===== src/rtl/adc_sched_pkg.sv =====
// Shared types and constants for the ADC conversion scheduler.
package adc_sched_pkg;

    localparam int unsigned CFG_W = 16;
    localparam int unsigned RES_W = 10;

    typedef enum logic [2:0] {
        IDLE,
        SETUP,
        CONVERT,
        CAPTURE,
        NEXT,
        WAIT
    } state_t;

    // A zero period would never expire; treat it as back-to-back sweeps.
    function automatic logic [31:0] clamp_period(input logic [31:0] p);
        return (p == 32'd0) ? 32'd1 : p;
    endfunction

endpackage


===== src/rtl/adc_chan_pick.sv =====
// Finds the lowest set mask bit, either overall or strictly above the current slot.
module adc_chan_pick #(
    parameter int unsigned NUM_CH = 4,
    parameter int unsigned CW     = $clog2(NUM_CH)
) (
    input  logic [NUM_CH-1:0] mask,
    input  logic [CW-1:0]     cur,
    input  logic              from_start,
    output logic [CW-1:0]     idx,
    output logic              found
);

    // Scan downwards so the lowest qualifying slot is the last one written.
    always_comb begin
        found = 1'b0;
        idx   = '0;
        for (int i = int'(NUM_CH) - 1; i >= 0; i--) begin
            if (mask[i] && (from_start || (i > int'(cur)))) begin
                found = 1'b1;
                idx   = CW'(i);
            end
        end
    end

endmodule


===== src/rtl/adc_conv_scheduler.sv =====
// Sweeps enabled channels through adc_core_digital, one conversion per slot,
// and hands each result to a valid/ready output register.
module adc_conv_scheduler
    import adc_sched_pkg::*;
#(
    parameter  int unsigned NUM_CH         = 4,
    parameter  int unsigned SETTLE_CYCLES  = 2,
    parameter  int unsigned TIMEOUT_CYCLES = 2047,
    parameter  int unsigned PERIOD_W       = 16,
    localparam int unsigned CW             = $clog2(NUM_CH)
) (
    input  logic                    clk_dig_in,
    input  logic                    rst,
    input  logic                    enable_in,
    input  logic                    continuous_in,
    input  logic                    trigger_in,
    input  logic [PERIOD_W-1:0]     period_in,
    input  logic [NUM_CH-1:0]       chan_mask_in,
    input  logic [CFG_W*NUM_CH-1:0] chan_cfg_in,
    input  logic                    clear_err_in,
    output logic                    core_rst_n_out,
    output logic [CFG_W-1:0]        core_config_1_out,
    output logic [CW-1:0]           chan_sel_out,
    input  logic                    core_conv_finished_osr_in,
    input  logic [RES_W-1:0]        core_result_in,
    output logic [RES_W-1:0]        result_out,
    output logic [CW-1:0]           result_chan_out,
    output logic                    result_valid_out,
    input  logic                    result_ready_in,
    output logic                    busy_out,
    output logic                    overrun_out,
    output logic                    timeout_out
);

    localparam int unsigned CNT_W = 16;

    state_t                  state_q, state_d;
    logic [CNT_W-1:0]        cnt_q, cnt_d;
    logic [PERIOD_W-1:0]     period_q, period_d;
    logic [NUM_CH-1:0]       mask_q, mask_d;
    logic [CFG_W*NUM_CH-1:0] cfg_q, cfg_d;
    logic                    fin_q;
    logic [CW-1:0]           chan_sel_d;
    logic [CFG_W-1:0]        cfg_out_d;
    logic [RES_W-1:0]        res_d;
    logic [CW-1:0]           res_chan_d;
    logic                    valid_d, busy_d, rst_n_d, ovr_d, to_d;
    logic                    capture, ovr_set, to_set;

    logic [NUM_CH-1:0]       pick_mask;
    logic [CFG_W*NUM_CH-1:0] cfg_src;
    logic [CW-1:0]           pick_idx;
    logic                    pick_found, pick_from_start;
    logic [CFG_W-1:0]        pick_cfg;
    logic                    fin_rise, expired, start;

    // Outside NEXT the finder looks at the live mask for a fresh sweep.
    assign pick_from_start = (state_q != NEXT);
    assign pick_mask       = pick_from_start ? chan_mask_in : mask_q;
    assign cfg_src         = pick_from_start ? chan_cfg_in : cfg_q;
    assign pick_cfg        = cfg_src[int'(pick_idx)*CFG_W +: CFG_W];

    assign fin_rise = core_conv_finished_osr_in && !fin_q;
    assign expired  = (period_q <= PERIOD_W'(1));
    assign start    = enable_in && (chan_mask_in != '0) &&
                      (((state_q == IDLE) && (trigger_in || continuous_in)) ||
                       ((state_q == WAIT) && continuous_in && expired));

    adc_chan_pick #(
        .NUM_CH (NUM_CH),
        .CW     (CW)
    ) u_pick (
        .mask       (pick_mask),
        .cur        (chan_sel_out),
        .from_start (pick_from_start),
        .idx        (pick_idx),
        .found      (pick_found)
    );

    always_ff @(posedge clk_dig_in or posedge rst) begin
        if (rst) begin
            state_q           <= IDLE;
            cnt_q             <= '0;
            period_q          <= '0;
            mask_q            <= '0;
            cfg_q             <= '0;
            fin_q             <= 1'b0;
            chan_sel_out      <= '0;
            core_config_1_out <= '0;
            core_rst_n_out    <= 1'b0;
            result_out        <= '0;
            result_chan_out   <= '0;
            result_valid_out  <= 1'b0;
            busy_out          <= 1'b0;
            overrun_out       <= 1'b0;
            timeout_out       <= 1'b0;
        end else begin
            state_q           <= state_d;
            cnt_q             <= cnt_d;
            period_q          <= period_d;
            mask_q            <= mask_d;
            cfg_q             <= cfg_d;
            fin_q             <= core_conv_finished_osr_in;
            chan_sel_out      <= chan_sel_d;
            core_config_1_out <= cfg_out_d;
            core_rst_n_out    <= rst_n_d;
            result_out        <= res_d;
            result_chan_out   <= res_chan_d;
            result_valid_out  <= valid_d;
            busy_out          <= busy_d;
            overrun_out       <= ovr_d;
            timeout_out       <= to_d;
        end
    end

    always_comb begin
        state_d    = state_q;
        cnt_d      = cnt_q;
        period_d   = (period_q != '0) ? period_q - PERIOD_W'(1) : '0;
        mask_d     = mask_q;
        cfg_d      = cfg_q;
        chan_sel_d = chan_sel_out;
        cfg_out_d  = core_config_1_out;
        res_d      = result_out;
        res_chan_d = result_chan_out;
        capture    = 1'b0;
        ovr_set    = 1'b0;
        to_set     = 1'b0;

        if (!enable_in) begin
            state_d  = IDLE;
            cnt_d    = '0;
            period_d = '0;
        end else begin
            case (state_q)
                IDLE: state_d = IDLE;
                SETUP: begin
                    if (cnt_q == CNT_W'(SETTLE_CYCLES - 1)) begin
                        cnt_d   = '0;
                        state_d = CONVERT;
                    end else begin
                        cnt_d = cnt_q + CNT_W'(1);
                    end
                end
                CONVERT: begin
                    if (fin_rise) begin
                        cnt_d   = '0;
                        state_d = CAPTURE;
                    end else if (cnt_q == CNT_W'(TIMEOUT_CYCLES - 1)) begin
                        cnt_d   = '0;
                        to_set  = 1'b1;
                        state_d = NEXT;
                    end else begin
                        cnt_d = cnt_q + CNT_W'(1);
                    end
                end
                CAPTURE: begin
                    res_d      = core_result_in;
                    res_chan_d = chan_sel_out;
                    capture    = 1'b1;
                    ovr_set    = result_valid_out && !result_ready_in;
                    state_d    = NEXT;
                end
                NEXT: begin
                    if (pick_found) begin
                        chan_sel_d = pick_idx;
                        cfg_out_d  = pick_cfg;
                        cnt_d      = '0;
                        state_d    = SETUP;
                    end else begin
                        state_d = continuous_in ? WAIT : IDLE;
                    end
                end
                WAIT: begin
                    if (!continuous_in) state_d = IDLE;
                end
                default: state_d = IDLE;
            endcase

            if (start) begin
                mask_d     = chan_mask_in;
                cfg_d      = chan_cfg_in;
                period_d   = PERIOD_W'(clamp_period(32'(period_in)));
                chan_sel_d = pick_idx;
                cfg_out_d  = pick_cfg;
                cnt_d      = '0;
                state_d    = SETUP;
            end
        end

        valid_d = capture || (result_valid_out && !result_ready_in);
        ovr_d   = ovr_set || (overrun_out && !clear_err_in);
        to_d    = to_set || (timeout_out && !clear_err_in);
        rst_n_d = (state_d == CONVERT);
        busy_d  = (state_d != IDLE);
    end

endmodule


===== config.mk =====
export PLATFORM = sky130hd
export DESIGN_NAME = adc_conv_scheduler
export DESIGN_NICKNAME = d
export VERILOG_FILES = /design/src/rtl/adc_sched_pkg.sv /design/src/rtl/adc_chan_pick.sv /design/src/rtl/adc_conv_scheduler.sv
export SDC_FILE = /design/constraint.sdc
export NUM_CORES = 1
export LEC_CHECK = 0
export ABC_AREA = 1
export CAP_MARGIN = 20
export CELL_PAD_IN_SITES_DETAIL_PLACEMENT = 1
export CELL_PAD_IN_SITES_GLOBAL_PLACEMENT = 2
export CORE_UTILIZATION = 33
export DETAILED_ROUTE_END_ITERATION = 7
export PLACE_DENSITY = 0.94
export SYNTH_ARGS = -nofsm -noshare
export SYNTH_HDL_FRONTEND = slang
export SYNTH_HIERARCHICAL = 1
export SYNTH_SLANG_ARGS = --single-unit

===== constraint.sdc =====
create_clock -name clk_dig_in -period 11.2 [get_ports clk_dig_in]
set_input_delay 1.12 -clock clk_dig_in [delete_from_list [all_inputs] [get_ports clk_dig_in]]
set_output_delay 1.12 -clock clk_dig_in [all_outputs]
set_load 0.02 [all_outputs]

==> flow_summary.json, run 1 <==
{
  "layout-drive-gt1-share_pct": 6.85,
  "n_antenna_cell": 0,
  "max_stage_delay_ns": 0.75,
  "worst-path-buf-inv": 5,
  "syn_to_final_growth_pct": 28.3,
  "die_w_um": 154,
  "vdd_drop_max_uv": 93.5,
  "drc": 2,
  "whs_ns": 0.478,
  "grt_max_degree": 128,
  "via_per_inst": 4.97,
  "clk_latency_ns": 0.43,
  "setup_violations": 0,
  "setup_tns_ns": 0,
  "period_minus_slack_ns": 3.91,
  "worst-path-stages": 14,
  "yosys.area_share.xor_xnor_pct": 1.73,
  "cpMostUsedCell": "nand2_1",
  "leakagePower_nw": 4.69,
  "pin_count": 137,
  "crit_type": "flop to flop",
  "maxSlewHeadroom_pct": 34.1,
  "synth_cell_types": 35,
  "crit_fanout": 19,
  "dieHeight_um": 154,
  "endpoint_kind": "flop",
  "placed_cell_area_mm2": 0.00903,
  "drt_iter0_drc": 242,
  "syn-num-nets": 1094,
  "synth_area_per_cell_um2": 7.69,
  "yosys_warnings": 6,
  "worstPathArrival_ns": 4.17,
  "synth_top_family_by_area": "simple AND/OR/NAND/NOR gates",
  "antenna_found_initial": 0,
  "hpwl_mm": 15.1,
  "grt_pass1_vias": 7054,
  "crit_start": "state_q[0]",
  "ys_seq_area_share_pct": 45.9,
  "hold_class": "flop to flop",
  "initial_utilization_pct": 33.6,
  "post_cts_resize_count": 0,
  "startpoint_type": "flop",
  "fin_util_pct": 43.1,
  "wirelength_mm": 21.8,
  "port_buffers": 136,
  "ys_ff_latch": 139,
  "violations": "DRC",
  "cts_setup_buffers": 0,
  "cp_cell_sequence": "inv_2 > nand3_4 > buf_4 > clkinv_1 > o21ai_0 > nand2_1 > nand2_1 > inv_2 > nor2_2 > clkinv_1 > nand2_1 > nand2_1 > nand2_1 > o21ai_0",
  "globalRouteTotalUtil_pct": 19.1,
  "grt_pass1_wl_mm": 35.7,
  "num_vias": 6923,
  "fin_area_mm2": 0.00973,
  "ant_nets": 0,
  "synthAdderAreaFrac_pct": 0.991,
  "synth_edf_count": 0,
  "seq_area_mm2": 0.00348,
  "final_cell_mix": "nand2_1 (252), dfrtp_1 (139), clkdlybuf4s50_1 (136)",
  "cts_buffer_depth": 2,
  "cpLargestDelayFamily": "buffers and inverters",
  "crit_end": "core_config_1_out[9]",
  "routabilityCongestion": 0.780,
  "wl_per_cell_um": 15.6,
  "coreArea_mm2": 0.0226,
  "synthCells": 986,
  "power_mw": 2.17,
  "cts_sinks": 139,
  "syn_area_mm2": 0.00758,
  "slew_violations": 0,
  "async_reset_ff_share_pct": 100,
  "die-area_mm2": 0.0236,
  "firstDrtPassIters": 8,
  "grt_overflow": 0,
  "hold_buffers": 0,
  "clk_pin_slew_ns": 0.06,
  "fmax_ghz": 0.256,
  "synth-simple-area-share_pct": 22.6,
  "htree_num_levels": 4,
  "p_per_area_mw_per_mm2": 223,
  "fin_skew_ns": 0.0168,
  "r2r-end": "core_config_1_out[9]",
  "synth-compound-area-share_pct": 16.3,
  "synth_mux_area_share_pct": 1.63,
  "grt_setup_unrepaired": "no",
  "ys.flop_type": "dfrtp_1",
  "root_buffer": "clkbuf_16",
  "rrSetupSlack_ns": 7.29,
  "min_period_over_period_pct": 34.9,
  "nFillCells": 2791,
  "rows": 55,
  "multiInputGateArea_mm2": 0.00329,
  "cts_tree": "yes",
  "outcome": "finished, violations left",
  "rr_worst_depth": 14,
  "r2r_start": "state_q[0]",
  "drv_cap": 0,
  "nets": 1204,
  "required_ns": 11.47,
  "tritoncts.num_buffers": 17,
  "hold_viol": 0,
  "cp_slowest_cell": "clkinv_1",
  "tightest_slew_ns": 0.985,
  "final_common_cell": "nand2_1"
}
==> state kept, by name (all words and copies together) (netlist names), 2 cells and up <==
name	flops
cfg_q	64
period_q	16
result_chan_out	2
state_q	3
core_config_1_out	16
cnt_q	16
result_out	10
mask_q	4
chan_sel_out	2
==> report_power, final <==
part,internal (mW),switching [mW]
Combinational,0.294,0.413
Clock,0.379,0.246
Sequential,0.704,0.130
Total,1.38,0.789
==> metal layers <==
layer	vias to the layer above	part of all wire [%]	track usage, %
li1	3407	-	-
met1	3392	47	25.2
met2	112	49	32.1
met3	12	3.3	3.13
met4	0	0.80	6.05
met5	-	0	0
==> cell usage after synthesis, types with 5 or more instances <==
master | n | area [um2]
nor2_2 | 5 | 31.3
nand4_1 | 19 | 119
nor3_1 | 7 | 35.0
xor2_1 | 11 | 96.3
o211ai_1 | 22 | 165
clkbuf_1 | 17 | 63.8
mux2_2 | 11 | 124
ha_1 | 6 | 75.1
o22ai_1 | 14 | 87.6
a21oi_2 | 7 | 61.3
nand3_1 | 49 | 245
buf_6 | 12 | 135
nand2_1 | 252 | 946
dfrtp_1 | 139 | 3480
buf_2 | 15 | 75.1
inv_1 | 130 | 488
nor2_1 | 59 | 221
o21ai_1 | 22 | 110
o21ai_0 | 109 | 546
a21oi_1 | 43 | 215
==> how the worst min path moves through the flow <==
stage	start	end	slack, ns	cells after the start
detailed placement	cfg_q[13]	cfg_q[13]	0.47	2
global route	cfg_q[11]	cfg_q[11]	0.51	2
floorplan	cfg_q[11]	cfg_q[11]	0.44	2
global placement	cfg_q[41]	cfg_q[41]	0.46	2
finish	cfg_q[41]	cfg_q[41]	0.48	2
CTS	cfg_q[41]	cfg_q[41]	0.49	2
==> layout make-up <==
cell class | instances | share of cell area [%]
multi-input cells | 660 | 33.8
clock inverters | 15 | 2.19
well taps | 285 | 3.67
flip-flops and latches | 139 | 35.8
clock buffers | 17 | 4.37
inverters | 136 | 5.30
repair buffers | 142 | 14.9
==> worst register-to-register path, cell delays in order (launching register included) <==
cell and delay, ns:
dfrtp_1 0.41, inv_2 0.09, nand3_4 0.07, buf_4 0.25, clkinv_1 0.49, o21ai_0 0.40, nand2_1 0.09, nand2_1 0.07
inv_2 0.04, nor2_2 0.63, clkinv_1 0.75, nand2_1 0.22, nand2_1 0.07, nand2_1 0.06, o21ai_0 0.09
==> cells by family after synthesis <==
| logic type | after synthesis |
|---|---|
| adders and majority gates | 6 |
| and+or+nand+nor | 406 |
| AOI/OAI and AO/OA | 222 |
| buffers and inverters | 187 |
| muxes | 11 |
| xor gates and xnor gates | 15 |
| DFF | 139 |
==> metrics by stage <==
stage                     std cells  setup WS (ns)
after detailed placement       1360           6.32
after global placement         1360           6.48
after floorplan                 986           6.36
after CTS                      1392           6.32
after global routing           1394           6.84
final                          1394           7.29
Power figures use the tool's default switching activity.
==> run 2, diff against run 1 <==
--- a/config.mk
+++ b/config.mk
@@ -9,9 +9,9 @@
 export CAP_MARGIN = 20
 export CELL_PAD_IN_SITES_DETAIL_PLACEMENT = 1
 export CELL_PAD_IN_SITES_GLOBAL_PLACEMENT = 2
-export CORE_UTILIZATION = 33
+export CORE_UTILIZATION = 27
 export DETAILED_ROUTE_END_ITERATION = 7
-export PLACE_DENSITY = 0.94
+export PLACE_DENSITY = 0.84
 export SYNTH_ARGS = -nofsm -noshare
 export SYNTH_HDL_FRONTEND = slang
 export SYNTH_HIERARCHICAL = 1
==> constraint.sdc (replaced) <==
create_clock -name clk_dig_in -period 3.3 [get_ports clk_dig_in]
set_input_delay 0.33 -clock clk_dig_in [delete_from_list [all_inputs] [get_ports clk_dig_in]]
set_output_delay 0.33 -clock clk_dig_in [all_outputs]
set_load 0.02 [all_outputs]
==> flow_summary.json, run 2 (synthesized netlist as in run 1, its figures left out) <==
{
  "num_vias": 6799,
  "wirelength_mm": 22.2,
  "wl_per_cell_um": 14.9,
  "final_common_cell": "nand2_1",
  "seqPwrFrac_pct": 38.5,
  "firstDrtPassIters": 4,
  "setup_violations": 0,
  "clk_pin_slew_ns": 0.07,
  "antenna_found_initial": 0,
  "grt_max_degree": 133,
  "initial_utilization_pct": 27.8,
  "cp_cell_sequence": "inv_1 > nand3_4 > clkinv_1 > o21ai_0 > nand2_1 > nand2_1 > inv_2 > nor2_4 > clkinv_2 > nand3_1 > nand2_1 > a21oi_1",
  "power_mw": 7.31,
  "regMostFlops": "cfg_q",
  "worstPathArrival_ns": 3.02,
  "grt_setup_unrepaired": "no",
  "rr_worst_depth": 12,
  "routabilityCongestion": 0.777,
  "p_switching_mw": 2.65,
  "min_period_over_period_pct": 81.3,
  "n_antenna_cell": 0,
  "vdd_drop_max_uv": 320,
  "placed_cell_area_mm2": 0.00925,
  "internal_power_mw": 4.66,
  "root_buffer": "clkbuf_16",
  "maxSlewHeadroom_pct": 25.3,
  "holdPathStages": 1,
  "r2r-end": "core_config_1_out[8]",
  "whs_endpoint": "fin_q",
  "largest_reg_flops": 64,
  "leakagePower_nw": 4.71,
  "hold_start": "core_conv_finished_osr_in",
  "outcome": "finished, final reports clean",
  "slew_violations": 0,
  "die_w_um": 170,
  "clockPowerShare_pct": 28.3,
  "rows": 60,
  "crit_type": "flop to flop",
  "port_buffers": 136,
  "clk_latency_ns": 0.42,
  "cts_buffer_depth": 2,
  "hpwl_mm": 15.5,
  "worst-path-buf-inv": 4,
  "grt_pass1_wl_mm": 36.5,
  "hold_class": "primary input to flop",
  "tightest_slew_ns": 1.12,
  "endpoint_kind": "flop",
  "fin_skew_ns": 0.0162,
  "p_per_area_mw_per_mm2": 739,
  "max_stage_delay_ns": 0.44,
  "syn_to_final_growth_pct": 30.4,
  "drv_cap": 0,
  "r2r_start": "state_q[1]",
  "via_per_inst": 4.58,
  "power_frac_comb_pct": 33.1,
  "fin_area_mm2": 0.00988,
  "crit_start": "state_q[1]",
  "final_cell_mix": "nand2_1 (252), dfrtp_1 (139), clkdlybuf4s50_1 (136)",
  "drt_iter0_drc": 342,
  "cpMostUsedCell": "nand2_1",
  "tritoncts.num_buffers": 17,
  "nets": 1208,
  "cp_slowest_cell": "clkinv_2",
  "startpoint_type": "flop",
  "ant_nets": 0,
  "fmax_ghz": 0.373,
  "globalRouteTotalUtil_pct": 16.1,
  "rrSetupSlack_ns": 0.62,
  "hold_viol": 0,
  "die-area_mm2": 0.0287,
  "required_ns": 3.64,
  "htree_num_levels": 4,
  "period_minus_slack_ns": 2.68,
  "cts_tree": "yes",
  "p_sw_share_pct": 36.3,
  "cpLargestDelayFamily": "simple AND/OR/NAND/NOR gates",
  "coreArea_mm2": 0.0273,
  "pin_count": 137,
  "crit_fanout": 17,
  "grt_overflow": 0,
  "drc": 0,
  "grt_pass1_vias": 7032,
  "dieHeight_um": 170,
  "layout-drive-gt1-share_pct": 7.28,
  "cts_sinks": 139
}
## run 2: cell types whose count changed in the layout (fill, tap and decap cells not counted), sizes merged
cell      before  now
bufinv         4    3
clkinv         6    3
buf            6   10
clkbuf        17   19
clkinvlp       1    3
## run 2: power by group through the flow
| stage | logic, mW | registers [mW] | clock network [mW] |
|---|---|---|---|
| final | 2.42 | 2.82 | 2.07 |
| after global routing | 2.74 | 2.92 | 2.19 |
| after CTS | 2.47 | 2.82 | 2.12 |
| after detailed placement | 2.45 | 2.84 | 0 |
| after global placement | 2.39 | 2.81 | 0 |
| after floorplan | 1.45 | 2.93 | 0 |
## run 2: cell type report
type / instances / area, um2
Clock inverter: 13 / 178
Multi-Input combinational cell: 660 / 3300
Sequential cell: 139 / 3480
Fill cell: 3270 / 17400
Inverter: 136 / 515
Timing Repair Buffer: 146 / 1500
Clock buffer: 19 / 453
Tap cell: 372 / 465
## run 2: routing by layer
| layer | GRT usage [%] | part of all wire, % |
|---|---|---|
| met5 | 0 | 0 |
| met4 | 3.88 | 0.91 |
| met3 | 2.40 | 2.5 |
| met2 | 26.1 | 47 |
| met1 | 22.4 | 49 |
## run 2: worst register-to-register path: stages (launching register included)
cell	delay, ns
dfrtp_1	0.40
inv_1	0.10
nand3_4	0.10
clkinv_1	0.23
o21ai_0	0.29
nand2_1	0.08
nand2_1	0.07
inv_2	0.05
nor2_4	0.42
clkinv_2	0.44
nand3_1	0.20
nand2_1	0.07
a21oi_1	0.15
## run 2: how the worst max path moves through the flow
stage / depth (start not counted) / endpoint / slack [ns]
final: 12 / core_config_1_out[8] / 0.62
after global routing: 13 / core_config_1_out[2] / 0.28
after CTS: 12 / core_config_1_out[0] / 0.15
after detailed placement: 11 / core_config_1_out[0] / -0.29
after global placement: 11 / core_config_1_out[1] / -0.19
after floorplan: 17 / core_config_1_out[11] / 0.86
## run 2: what timing repair did
| item | 4_1_cts | 5_1_grt |
|---|---|---|
| hold buffers | 0 | 0 |
| buffers inserted | 0 | 0 |
| cloned | 0 | 0 |
| endpoints found under the setup margin | 17 | 16 |
| gates resized for setup | 1 | 1 |
## run 2: per-stage QoR
stage          instances  TNS (ns)  worst slack (ns)  hold slack (ns)  util [%]
2_1_floorplan        986         0             0.856            0.361         -
3_3_place_gp        1453     -2.79            -0.187            0.457      33.9
3_5_place_dp        1453     -4.21            -0.287            0.461      33.9
4_1_cts             1485         0             0.152            0.349      36.3
5_1_grt             1485         0             0.277            0.370      36.3
6_report            1485         0             0.617            0.364      36.3
==> run 3, diff against run 2 <==
==> constraint.sdc (replaced) <==
create_clock -name clk_dig_in -period 2.41 [get_ports clk_dig_in]
set_input_delay 0.241 -clock clk_dig_in [delete_from_list [all_inputs] [get_ports clk_dig_in]]
set_output_delay 0.241 -clock clk_dig_in [all_outputs]
set_load 0.02 [all_outputs]
==> flow_summary.json, run 3 (synthesized netlist as in run 1, its figures left out) <==
{
  "outcome": "finished, final reports clean",
  "rr_worst_depth": 14,
  "p_switching_mw": 3.75,
  "grt_pass1_vias": 7039,
  "initial_utilization_pct": 27.8,
  "setup_violations": 0,
  "clk_pin_slew_ns": 0.07,
  "port_buffers": 136,
  "firstDrtPassIters": 4,
  "whs_ns": 0.270,
  "rows": 60,
  "power_frac_comb_pct": 35.1,
  "drt_iter0_drc": 434,
  "crit_fanout": 14,
  "fin_util_pct": 37.3,
  "nFillCells": 3317,
  "hold_viol": 0,
  "clk_latency_ns": 0.43,
  "hold_class": "primary input to asynchronous set/reset pin",
  "syn_to_final_growth_pct": 34.1,
  "final_common_cell": "nand2_1",
  "drc": 0,
  "grt_setup_unrepaired": "yes",
  "period_minus_slack_ns": 2.31,
  "endpoint_kind": "flop",
  "dieHeight_um": 170,
  "tritoncts.num_buffers": 17,
  "internal_power_mw": 6.25,
  "final_cell_mix": "nand2_1 (251), dfrtp_1 (139), clkdlybuf4s50_1 (136)",
  "fin_skew_ns": 0.0164,
  "required_ns": 2.71,
  "cts_buffer_depth": 2,
  "root_buffer": "clkbuf_16",
  "cts_tree": "yes",
  "seqPwrFrac_pct": 38.7,
  "slew_violations": 0,
  "tightest_slew_ns": 0.685,
  "largest_reg_flops": 64,
  "antenna_found_initial": 0,
  "cts_sinks": 139,
  "fmax_ghz": 0.433,
  "maxSlewHeadroom_pct": 54.2,
  "startpoint_type": "flop",
  "leakagePower_nw": 4.86,
  "p_per_area_mw_per_mm2": 984,
  "die-area_mm2": 0.0287,
  "layout-drive-gt1-share_pct": 10.3,
  "n_antenna_cell": 0,
  "min_period_over_period_pct": 95.9,
  "nets": 1235,
  "drv_cap": 0,
  "hpwl_mm": 16.1,
  "wl_per_cell_um": 15.4,
  "num_vias": 6959,
  "grt_max_degree": 119,
  "coreArea_mm2": 0.0273,
  "grt_overflow": 0,
  "htree_num_levels": 4,
  "vdd_drop_max_uv": 451,
  "wirelength_mm": 23.3,
  "grt_pass1_wl_mm": 37.4,
  "regMostFlops": "cfg_q",
  "via_per_inst": 4.60,
  "p_sw_share_pct": 37.5,
  "globalRouteTotalUtil_pct": 16.5,
  "ant_nets": 0,
  "clockPowerShare_pct": 26.2,
  "crit_type": "flop to flop",
  "pin_count": 137,
  "die_w_um": 170,
  "power_mw": 10.0,
  "routabilityCongestion": 0.749,
  "worstPathArrival_ns": 2.62
}
[run 3: cell types whose count changed in the layout (fill, tap and decap cells not counted), sizes merged]
| cell | before | now |
|---|---|---|
| bufinv | 3 | 1 |
| clkinv | 3 | 6 |
| buf | 10 | 35 |
| clkinvlp | 3 | 4 |
| inv | 140 | 141 |
| clkbuf | 19 | 18 |
[run 3: timing repair]
| action | in CTS | in global routing |
|---|---|---|
| buffers inserted | 0 | 13 |
| cloned | 0 | 2 |
| setup endpoints to repair | 9 | 45 |
| resized for setup | 3 | 33 |
| hold buffers | 0 | 0 |
| pin swaps | 0 | 7 |
[run 3: per-layer routing]
layer | vias to the layer above | global-route usage [%] | part of all wire, %
met5 | - | 0 | 0
li1 | 3472 | - | -
met3 | 21 | 2.59 | 2.8
met4 | 0 | 4.54 | 1.2
met2 | 98 | 26.8 | 47
met1 | 3368 | 22.6 | 49
[run 3: through the flow]
stage                     TNS [ns]  area, um2  worst slack (ns)  std cells
after floorplan                  0       7580            0.0247        986
after global placement           0       9390           0.00119       1465
after detailed placement    -0.474       9390           -0.0646       1465
after CTS                        0       9970            0.0430       1497
after global routing        -0.604      10200           -0.0704       1512
final                            0      10200            0.0989       1512
[run 3: path summary, 6_finish.rpt]
kind	from	end	slack [ns]
max	state_q[1]	core_config_1_out[10]	0.1
min	rst	cfg_q[43]	0.27
max reg2reg	state_q[1]	core_config_1_out[10]	0.1
min reg2reg	cfg_q[2]	cfg_q[2]	0.48
max in group asynchronous	rst	cfg_q[33]	1.46
min in group clk_dig_in	core_conv_finished_osr_in	fin_q	0.30
[run 3: critical path, stage by stage (launching register included)]
cell and delay, ns:
dfrtp_1 0.40, inv_2 0.07, nand3_4 0.07, clkinvlp_4 0.15
buf_4 0.17, o21ai_4 0.13, nand3_2 0.11, a21oi_4 0.21
clkinv_4 0.14, buf_4 0.17, clkbuf_16 0.17, o211ai_1 0.12
nand3_1 0.12, nand2_1 0.08, a21oi_1 0.06
[run 3: power groups by stage]
stage,sequential [mW],combinational [mW],clock [mW]
2_1_floorplan,4.01,1.98,0
3_3_place_gp,3.86,3.37,0
3_5_place_dp,3.89,3.46,0
4_1_cts,3.86,3.49,2.70
5_1_grt,3.98,3.95,2.77
6_report,3.87,3.51,2.62
[run 3: cell type report]
cell class,instances,area [um2],share of cell area (%)
sequential,139,3480,34.2
multi-input combinational,660,3330,32.8
timing repair buffer,172,1780,17.5
timing repair inverter,1,6.26,0.0616
clock buffer,17,425,4.19
clock inverter,15,154,1.51
inverter,136,524,5.16
tap,372,465,4.58
